$ cat src/rtl/boolean_sweep_pkg.sv
// Shared definitions for the Boolean sweep controller: FSM state encoding
// and truth-table width derivation.
package boolean_sweep_pkg;

  localparam int unsigned ST_W = 2;

  localparam logic [ST_W-1:0] ST_IDLE_C   = 2'd0;
  localparam logic [ST_W-1:0] ST_SETTLE_C = 2'd1;
  localparam logic [ST_W-1:0] ST_SAMPLE_C = 2'd2;
  localparam logic [ST_W-1:0] ST_DONE_C   = 2'd3;

  typedef enum logic [ST_W-1:0] {
    ST_IDLE   = ST_IDLE_C,
    ST_SETTLE = ST_SETTLE_C,
    ST_SAMPLE = ST_SAMPLE_C,
    ST_DONE   = ST_DONE_C
  } sweep_state_e;

  // Number of truth-table entries for n Boolean inputs.
  function automatic int tw_of(input int n);
    return 32'sd1 << n;
  endfunction

endpackage

$ cat src/rtl/sweep_settle_timer.sv
// Down-counter that holds each input vector for a programmable number of
// cycles before F is sampled; zero flags the final settle cycle.
module sweep_settle_timer #(
  parameter int W = 2
) (
  input  logic         clk,
  input  logic         rst,
  input  logic         load,
  input  logic [W-1:0] load_val,
  input  logic         dec,
  output logic         zero
);

  logic [W-1:0] count_r;

  // Load takes priority over decrement; the count saturates at zero.
  always_ff @(posedge clk) begin
    if (rst) begin
      count_r <= {W{1'b0}};
    end else if (load) begin
      count_r <= load_val;
    end else if (dec && (count_r != {W{1'b0}})) begin
      count_r <= count_r - {{(W-1){1'b0}}, 1'b1};
    end else begin
      count_r <= count_r;
    end
  end

  assign zero = (count_r == {W{1'b0}});

endmodule

$ cat src/rtl/boolean_sweep_ctrl.sv
// Exhaustive A/B/C sweep of a combinational Boolean unit: captures F into a
// truth table and compares it against an expected mask latched at start.
module boolean_sweep_ctrl
  import boolean_sweep_pkg::*;
#(
  parameter int N_IN          = 3,
  parameter int SETTLE_CYCLES = 2
) (
  input  logic                     clk,
  input  logic                     rst,
  input  logic                     start,
  input  logic [tw_of(N_IN)-1:0]   exp_table,
  input  logic                     f_in,
  output logic [N_IN-1:0]          abc_out,
  output logic                     busy,
  output logic                     done,
  output logic                     pass,
  output logic                     fail_valid,
  output logic [N_IN-1:0]          first_fail,
  output logic [tw_of(N_IN)-1:0]   truth_table
);

  localparam int TW = tw_of(N_IN);
  localparam int CW = $clog2(SETTLE_CYCLES) + 1;
  localparam logic [CW-1:0]   RELOAD   = CW'(SETTLE_CYCLES - 1);
  localparam logic [N_IN-1:0] IDX_LAST = N_IN'(TW - 1);

  sweep_state_e    state_r, state_s;
  logic [N_IN-1:0] idx_r, idx_s;
  logic [N_IN-1:0] abc_r, abc_s;
  logic [TW-1:0]   tt_r, tt_s;
  logic [TW-1:0]   exp_r, exp_s;
  logic            busy_r, busy_s;
  logic            done_r, done_s;
  logic            pass_r, pass_s;
  logic            failv_r, failv_s;
  logic [N_IN-1:0] ff_r, ff_s;

  logic [TW-1:0]   tt_final_s;
  logic [TW-1:0]   diff_s;
  logic [N_IN-1:0] ff_enc_s;
  logic            tmr_load_s;
  logic            tmr_dec_s;
  logic            tmr_zero_s;

  sweep_settle_timer #(
    .W (CW)
  ) u_settle_timer (
    .clk      (clk),
    .rst      (rst),
    .load     (tmr_load_s),
    .load_val (RELOAD),
    .dec      (tmr_dec_s),
    .zero     (tmr_zero_s)
  );

  // Table as it will stand after the current sample, so the verdict on the
  // last vector already includes F for that vector.
  always_comb begin
    tt_final_s        = tt_r;
    tt_final_s[idx_r] = f_in;
    diff_s            = tt_final_s ^ exp_r;
  end

  // Lowest mismatching index wins: scan from the top so lower bits overwrite.
  always_comb begin
    ff_enc_s = {N_IN{1'b0}};
    for (int i = TW - 1; i >= 0; i--) begin
      if (diff_s[i]) begin
        ff_enc_s = N_IN'(i);
      end else begin
        ff_enc_s = ff_enc_s;
      end
    end
  end

  // Next-state and next-output logic; every register holds unless changed.
  always_comb begin
    state_s    = state_r;
    idx_s      = idx_r;
    abc_s      = abc_r;
    tt_s       = tt_r;
    exp_s      = exp_r;
    busy_s     = busy_r;
    done_s     = 1'b0;
    pass_s     = pass_r;
    failv_s    = failv_r;
    ff_s       = ff_r;
    tmr_load_s = 1'b0;
    tmr_dec_s  = 1'b0;
    case (state_r)
      ST_IDLE: begin
        if (start) begin
          state_s    = ST_SETTLE;
          idx_s      = {N_IN{1'b0}};
          abc_s      = {N_IN{1'b0}};
          tt_s       = {TW{1'b0}};
          exp_s      = exp_table;
          busy_s     = 1'b1;
          pass_s     = 1'b0;
          failv_s    = 1'b0;
          ff_s       = {N_IN{1'b0}};
          tmr_load_s = 1'b1;
        end else begin
          state_s = ST_IDLE;
        end
      end
      ST_SETTLE: begin
        if (tmr_zero_s) begin
          state_s = ST_SAMPLE;
        end else begin
          tmr_dec_s = 1'b1;
        end
      end
      ST_SAMPLE: begin
        tt_s = tt_final_s;
        if (idx_r == IDX_LAST) begin
          state_s = ST_DONE;
          done_s  = 1'b1;
          pass_s  = (diff_s == {TW{1'b0}});
          failv_s = (diff_s != {TW{1'b0}});
          ff_s    = ff_enc_s;
        end else begin
          state_s    = ST_SETTLE;
          idx_s      = idx_r + {{(N_IN-1){1'b0}}, 1'b1};
          abc_s      = idx_r + {{(N_IN-1){1'b0}}, 1'b1};
          tmr_load_s = 1'b1;
        end
      end
      ST_DONE: begin
        state_s = ST_IDLE;
        abc_s   = {N_IN{1'b0}};
        busy_s  = 1'b0;
      end
      default: begin
        state_s = ST_IDLE;
        abc_s   = {N_IN{1'b0}};
        busy_s  = 1'b0;
      end
    endcase
  end

  // State and output registers with synchronous reset.
  always_ff @(posedge clk) begin
    if (rst) begin
      state_r <= ST_IDLE;
      idx_r   <= {N_IN{1'b0}};
      abc_r   <= {N_IN{1'b0}};
      tt_r    <= {TW{1'b0}};
      exp_r   <= {TW{1'b0}};
      busy_r  <= 1'b0;
      done_r  <= 1'b0;
      pass_r  <= 1'b0;
      failv_r <= 1'b0;
      ff_r    <= {N_IN{1'b0}};
    end else begin
      state_r <= state_s;
      idx_r   <= idx_s;
      abc_r   <= abc_s;
      tt_r    <= tt_s;
      exp_r   <= exp_s;
      busy_r  <= busy_s;
      done_r  <= done_s;
      pass_r  <= pass_s;
      failv_r <= failv_s;
      ff_r    <= ff_s;
    end
  end

  assign abc_out     = abc_r;
  assign busy        = busy_r;
  assign done        = done_r;
  assign pass        = pass_r;
  assign fail_valid  = failv_r;
  assign first_fail  = ff_r;
  assign truth_table = tt_r;

endmodule

$ cat config.mk
export PLATFORM = sky130hd
export DESIGN_NAME = boolean_sweep_ctrl
export DESIGN_NICKNAME = d
export VERILOG_FILES = /design/src/rtl/boolean_sweep_pkg.sv /design/src/rtl/sweep_settle_timer.sv /design/src/rtl/boolean_sweep_ctrl.sv
export SDC_FILE = /design/constraint.sdc
export NUM_CORES = 1
export LEC_CHECK = 0
export CORE_UTILIZATION = 45
export CTS_BUF_LIST = sky130_fd_sc_hd__clkbuf_16
export CTS_CLUSTER_DIAMETER = 30
export DETAILED_ROUTE_END_ITERATION = 8
export PLACE_DENSITY = 0.7
export SYNTH_ARGS = -nofsm -noshare
export SYNTH_HDL_FRONTEND = slang
export SYNTH_SLANG_ARGS = --single-unit
$ cat constraint.sdc
create_clock -name clk -period 2.19 [get_ports clk]
set_input_delay 0.3285 -clock clk [delete_from_list [all_inputs] [get_ports clk]]
set_output_delay 0.3285 -clock clk [all_outputs]
set_load 0.1 [all_outputs]
==> results of run 1 <==
## cells in the mapped netlist (3+ instances only)
cell      count
dfxtp_1      33
nor2_1       27
nand2_1      25
a21oi_1      14
o21ai_0      12
a22oi_1      11
mux2i_1       9
clkbuf_1      8
xnor2_1       8
nand2b_1      4
ha_1          3
inv_1         3
nor2b_1       3
nor3b_1       3
## cells by family (layout without fill, tap and decap cells)
logic type | count (synthesis) | after routing | synth area share
AOI/OAI and AO/OA | 46 | 46 | 0.177
xor gates and xnor gates | 10 | 10 | 0.0537
adders and majority gates | 3 | 3 | 0.0230
buffers and inverters | 14 | 45 | 0.0437
DFF | 33 | 33 | 0.405
muxes | 10 | 10 | 0.0622
and+or+nand+nor | 76 | 76 | 0.235
## tightest hold or removal path, delay by kind of cell, from the launching register on
kind	cells	cell delay (ns)
simple gates	1	0.04
flops	1	0.32
compound gates	1	0.06
## through the flow
| step | worst slack [ns] | util | instances | area (µm²) | power [mW] |
|---|---|---|---|---|---|
| global route | 0.00572 | 0.609 | 269 | 2080 | 1.68 |
| floorplan | 0.0767 | - | 192 | 1630 | 0.801 |
| global placement | 0.156 | 0.559 | 261 | 1910 | 0.852 |
| finish | 0.133 | 0.609 | 269 | 2080 | 1.60 |
| detailed placement | 0.0749 | 0.559 | 261 | 1910 | 0.859 |
| CTS | 0.164 | 0.607 | 269 | 2070 | 1.62 |
## metal layers
layer,wire length (µm),track usage
met4,59,0.0756
met5,0,0
met1,1700,0.255
met3,129,0.0460
met2,1660,0.320
## sequential cells by signal, indices dropped and copies added (netlist names)
register	cells
exp_r	8
truth_table	8
abc_out	3
first_fail	3
idx_r	3
state_r	2
u_settle_timer.count_r	2
busy	1
done	1
fail_valid	1
pass	1
## where the power goes
group	internal, mW	total (mW)	leakage [nW]	switching, mW
combinational	0.0844	0.203	0.467	0.118
clock	0.527	0.755	0.0826	0.228
sequential	0.622	0.645	0.268	0.0234
total	1.23	1.60	0.818	0.370
## worst max-delay path by stage
stage / to / depth (start not counted) / slack (ns)
CTS: fail_valid$_SDFFE_PP0P_ / 6 / 0.16
global placement: fail_valid$_SDFFE_PP0P_ / 6 / 0.16
finish: fail_valid$_SDFFE_PP0P_ / 6 / 0.13
detailed placement: fail_valid$_SDFFE_PP0P_ / 6 / 0.07
floorplan: fail_valid$_SDFFE_PP0P_ / 5 / 0.08
global route: pass$_SDFFE_PP0P_ / 7 / 0.006
## what timing repair did
| item | 4_1_cts | 5_1_grt |
|---|---|---|
| gates resized for setup | 0 | 2 |
| endpoints found under the setup margin | 0 | 2 |
| hold buffers | 0 | 0 |
## final cells by class
class / count / area, µm² / area share
clock buffers: 5 / 125 / 0.0601
clock inverters: 3 / 37.5 / 0.0180
inverters: 3 / 11.3 / 0.00541
multi-input cells: 145 / 906 / 0.435
flip-flops and latches: 33 / 661 / 0.317
well taps: 46 / 57.6 / 0.0277
repair buffers: 34 / 283 / 0.136
## cells in the final DEF, fill, tap and decap left out, types with 4 or more instances in the layout
cell             netlist  layout
xnor2_1                8       8
mux2i_1                9       9
buf_4                  1      23
a21oi_1               14      14
clkdlybuf4s50_1        0      11
clkbuf_16              0       5
nand2_1               25      25
dfxtp_1               33      33
nand2b_1               4       4
nor2_1                27      26
inv_1                  3       4
a22oi_1               11      11
o21ai_0               12      12
==> flow_summary.yaml, run 1 <==
status:
  run_status: "complete, no violations"
critical_path:
  ff2ff_setup_slack_ns: 0.13
  timing.critical_path.required_ns: 2.35
  criticalPathCategory: "reg -> reg"
  critPathBufInv: 0
  crit_chain: "nor3b_2 > mux2i_1 > xnor2_1 > nor4_4 > nand3_2 > a22o_1"
  r2r_end: "fail_valid$_SDFFE_PP0P_"
  worst_ep_arrival_time_ns: 2.22
  crit-reg2reg-launch: "idx_r[2]$_SDFFE_PP0P_"
  startpoint: "idx_r[2]$_SDFFE_PP0P_"
  worstRegToRegCells: 6
  timing.critical_path.fanout_max: 10
  timing.critical_path.from_type: "flip-flop"
  cpMaxStageDelayCell: "dfxtp_1"
  worst_setup_path_end_kind: "flip-flop"
  cp_top_family: "simple AND/OR/NAND/NOR gates"
  critical-path-max-stage-delay_ns: 0.51
routing:
  vias_per_cell: 5.34
  first_iteration_detailed_routing_drc_count: 78
  route.antenna.remaining_nets: 0
  first_pass_iters: 6
  post-route-drc-count: 0
  route.vias.total: 1436
  drt-total-wl_um: 3550
  wl_per_cell_um: 13.2
clock_network:
  clock_sink_count: 33
  tritoncts: "built"
  post-cts-setup-buffers: 0
  cts_inserted_buffers: 5
  cts.clk_slew.worst_paths_ns: 0.05
  cts-htree-levels: 2
  cts-root-buf: "clkbuf_16"
  clock_path_buffers: 2
  insertion_delay_ns: 0.27
global_routing:
  first_global_vias: 1346
  maximum_number_of_pins_on_one_net_before_global_route_repair: 21
  globalRoute.totalOverflow: 0
  grt_util_all_layers: 0.198
  number_of_antenna_violations_at_the_first_check_in_global_routing: 0
  first_pass_grt_wire_length_um: 6130
sta:
  post_route_skew_ns: 0.00472
  maxSlewHeadroom: 0.658
  setup-violations-final: 0
  final_hold_viol_count: 0
  period_minus_slack_ns: 2.06
  finalSetupTns_ns: 0
  maximum_achievable_frequency_mhz: 486
  worst-slew-pin-transition_ns: 0.512
  timing.final.crit_share: 0.939
  rsz0062_at_grt: "false"
  slew_viol_final: 0
  hold-worst-slack_ns: 0.462
die:
  die_area_um2: 3870
  top_level_ports: 30
  initial_core_util: 0.477
  core_area_um2: 3420
  placementRows: 21
  die_height_um: 62.2
  die_w_um: 62.2
yosys:
  ys_warn_count: 0
  yosys.area.top_type: "dfxtp_1"
  synth_edf_count: 0
  largest_cells_by_area_after_synthesis: "dfxtp_1 41%, nor2_1 6.2%, nand2_1 5.8%"
  postSynthCellCount: 192
  post_synthesis_instance_area_um2: 1630
  synthArstFlopShare: 0
  ys_seq_area_frac: 0.405
  postSynthAreaPerCell_um2: 8.49
  yosysTopAreaCellShare: 0.405
  postSynthRegisterBits: 33
  netlist-cell-type-count: 38
  mappedNetlistNets: 207
  synth-main-ff-cell: "dfxtp_1"
worst_hold_path:
  hp-class: "reg -> reg"
  hold_end: "pass$_SDFFE_PP0P_"
  min-delay-start: "pass$_SDFFE_PP0P_"
  worst_hold_path.num_cells: 2
place:
  gp_routability_congestion: 0.812
  dpl.hpwl_um: 2680
  place.port_buffers: 29
run:
  maxCapViolations: 0
finish:
  final_net_count: 237
  syn_to_final_growth_pct: 27.6
  post_route_cells_drive_above_1_share: 0.179
  fillerInstances: 313
  n_antenna_cell: 0
power:
  irDropWorstVdd_v: 0.000402
  static_leak_nw: 0.818
  pwr_density_cell_nw_per_um2: 771
Power figures use the tool's default switching activity.
==> inputs of run 2 (changes only) <==
Settings changed: CORE_MARGIN from default to 2.
==> run 2 against run 1 <==
Largest cell class unchanged. Critical path depth unchanged. Fmax up 1.5%. Clock power is 13% lower. Die area rose by 6.5%. Power decreased by 6.1%. Worst hold slack better by 0.0098 ns. Via count down 1.1%. Sequential power barely moved. Routed wire length grew 4.6%. Setup slack better by 0.031 ns. Largest power group unchanged.
==> flow_summary.yaml, run 2 (synthesis results as in run 1) <==
critical_path:
  criticalPathCategory: "reg -> reg"
  cp-endpoint: "fail_valid$_SDFFE_PP0P_"
  timing.critical_path.fanout_max: 12
  crit-reg2reg-launch: "idx_r[0]$_SDFFE_PP0P_"
  timing.critical_path.from_type: "flip-flop"
  ff2ff_setup_slack_ns: 0.16
  r2r_end: "fail_valid$_SDFFE_PP0P_"
  timing.critical_path.required_ns: 2.36
  worst_ep_arrival_time_ns: 2.19
  cpMaxStageDelayCell: "dfxtp_1"
  startpoint: "idx_r[0]$_SDFFE_PP0P_"
  critical-path-max-stage-delay_ns: 0.58
  worst_setup_path_end_kind: "flip-flop"
  worstRegToRegCells: 6
  crit_chain: "and3b_1 > mux2i_1 > xnor2_1 > nor4_4 > nand3_2 > a22o_1"
clock_network:
  cts.clk_slew.worst_paths_ns: 0.05
  cts-root-buf: "clkbuf_16"
  cts_inserted_buffers: 5
  tritoncts: "built"
  cts-htree-levels: 2
  cts_repair_resize_count: 0
  clock_path_buffers: 2
  clock_sink_count: 33
  insertion_delay_ns: 0.28
  post-cts-setup-buffers: 0
  cts_hold_buffers: 0
finish:
  post_route_cells_drive_above_1_share: 0.188
  seq_area_um2: 661
  layout_common_cells: "33 x dfxtp_1, 26 x nor2_1, 25 x nand2_1"
  syn_to_final_growth_pct: 26.6
  fillerInstances: 326
  n_antenna_cell: 0
  multiInputGateArea_um2: 906
  commonest_non_fill_non_tap_cell_in_the_layout: "dfxtp_1"
  final_net_count: 238
routing:
  first_pass_iters: 4
  route.antenna.remaining_nets: 0
  route.vias.total: 1420
  first_iteration_detailed_routing_drc_count: 52
  vias_per_cell: 5.26
  drt-total-wl_um: 3710
  wl_per_cell_um: 13.7
  post-route-drc-count: 0
power:
  irDropWorstVdd_v: 0.000403
  static_leak_nw: 0.816
  pwr_density_cell_nw_per_um2: 729
  p_total_mw: 1.51
die:
  core_area_um2: 3420
  die_w_um: 64.2
  die_height_um: 64.2
  initial_core_util: 0.477
  top_level_ports: 30
  die_area_um2: 4120
  placementRows: 21
sta:
  timing.final.crit_share: 0.925
  worst-slew-pin-transition_ns: 0.544
  rsz0062_at_grt: "false"
  maximum_achievable_frequency_mhz: 494
  final_hold_viol_count: 0
  finalSetupTns_ns: 0
  setup-violations-final: 0
  slew_viol_final: 0
  post_route_skew_ns: 0.00427
  period_minus_slack_ns: 2.03
  maxSlewHeadroom: 0.636
place:
  gp_routability_congestion: 0.867
  place.port_buffers: 29
  dpl.hpwl_um: 2720
status:
  run_status: "complete, no violations"
run:
  maxCapViolations: 0
global_routing:
  first_global_vias: 1384
  maximum_number_of_pins_on_one_net_before_global_route_repair: 28
  first_pass_grt_wire_length_um: 6170
  number_of_antenna_violations_at_the_first_check_in_global_routing: 0
  grt_util_all_layers: 0.197
  globalRoute.totalOverflow: 0
worst_hold_path:
  hp-class: "reg -> reg"
run 2: cell types whose count changed in the layout (fill, tap and decap cells not counted):
cell	change
clkinv_1	-1
clkinv_2	+2
bufinv_16	-1
buf_4	+1
run 2: stage by stage:
stage | area, µm² | utilization | instances | hold slack [ns] | setup slack (ns)
after global placement | 1920 | 0.562 | 262 | 0.456 | 0.153
after floorplan | 1630 | - | 192 | 0.448 | 0.0767
after global routing | 2060 | 0.604 | 270 | 0.499 | 0.0113
after CTS | 2060 | 0.602 | 270 | 0.478 | 0.110
final | 2060 | 0.604 | 270 | 0.471 | 0.164
after detailed placement | 1920 | 0.562 | 262 | 0.465 | 0.0509
run 2: cell type report:
| class | count | share of cell area |
|---|---|---|
| Clock buffer | 5 | 0.0606 |
| Multi-Input combinational cell | 145 | 0.439 |
| Sequential cell | 33 | 0.320 |
| Inverter | 3 | 0.00545 |
| Timing Repair Buffer | 35 | 0.141 |
| Tap cell | 46 | 0.0279 |
| Clock inverter | 3 | 0.00667 |
run 2: worst min path at each step:
stage,startpoint,to,slack [ns],cells past startpoint
floorplan,exp_r[0]$_SDFFE_PP0P_,exp_r[0]$_SDFFE_PP0P_,0.45,2
global placement,pass$_SDFFE_PP0P_,pass$_SDFFE_PP0P_,0.46,2
detailed placement,first_fail[2]$_SDFFE_PP0P_,first_fail[2]$_SDFFE_PP0P_,0.47,2
CTS,first_fail[2]$_SDFFE_PP0P_,first_fail[2]$_SDFFE_PP0P_,0.48,2
global route,pass$_SDFFE_PP0P_,pass$_SDFFE_PP0P_,0.50,2
finish,first_fail[2]$_SDFFE_PP0P_,first_fail[2]$_SDFFE_PP0P_,0.47,2
run 2: power breakdown:
group | leakage [nW] | internal, mW | switching (mW)
registers | 0.268 | 0.622 | 0.0225
logic | 0.473 | 0.0846 | 0.120
clock network | 0.0748 | 0.412 | 0.246
total | 0.816 | 1.12 | 0.388
run 2: layer usage:
| layer | wire length [µm] | vias up | track usage |
|---|---|---|---|
| met3 | 207 | 6 | 0.0704 |
| met2 | 1790 | 31 | 0.328 |
| met1 | 1640 | 655 | 0.224 |
| li1 | - | 728 | - |
| met4 | 73 | 0 | 0.0931 |
| met5 | 0 | - | 0 |
run 2: critical path: cells and delay by family (launching register included):
kind | cells | cell delay [ns]
AO/OA/AOI/OAI | 1 | 0.21
AND/OR/NAND/NOR | 3 | 0.73
multiplexers | 1 | 0.24
XOR/XNOR | 1 | 0.16
flip-flops | 1 | 0.58
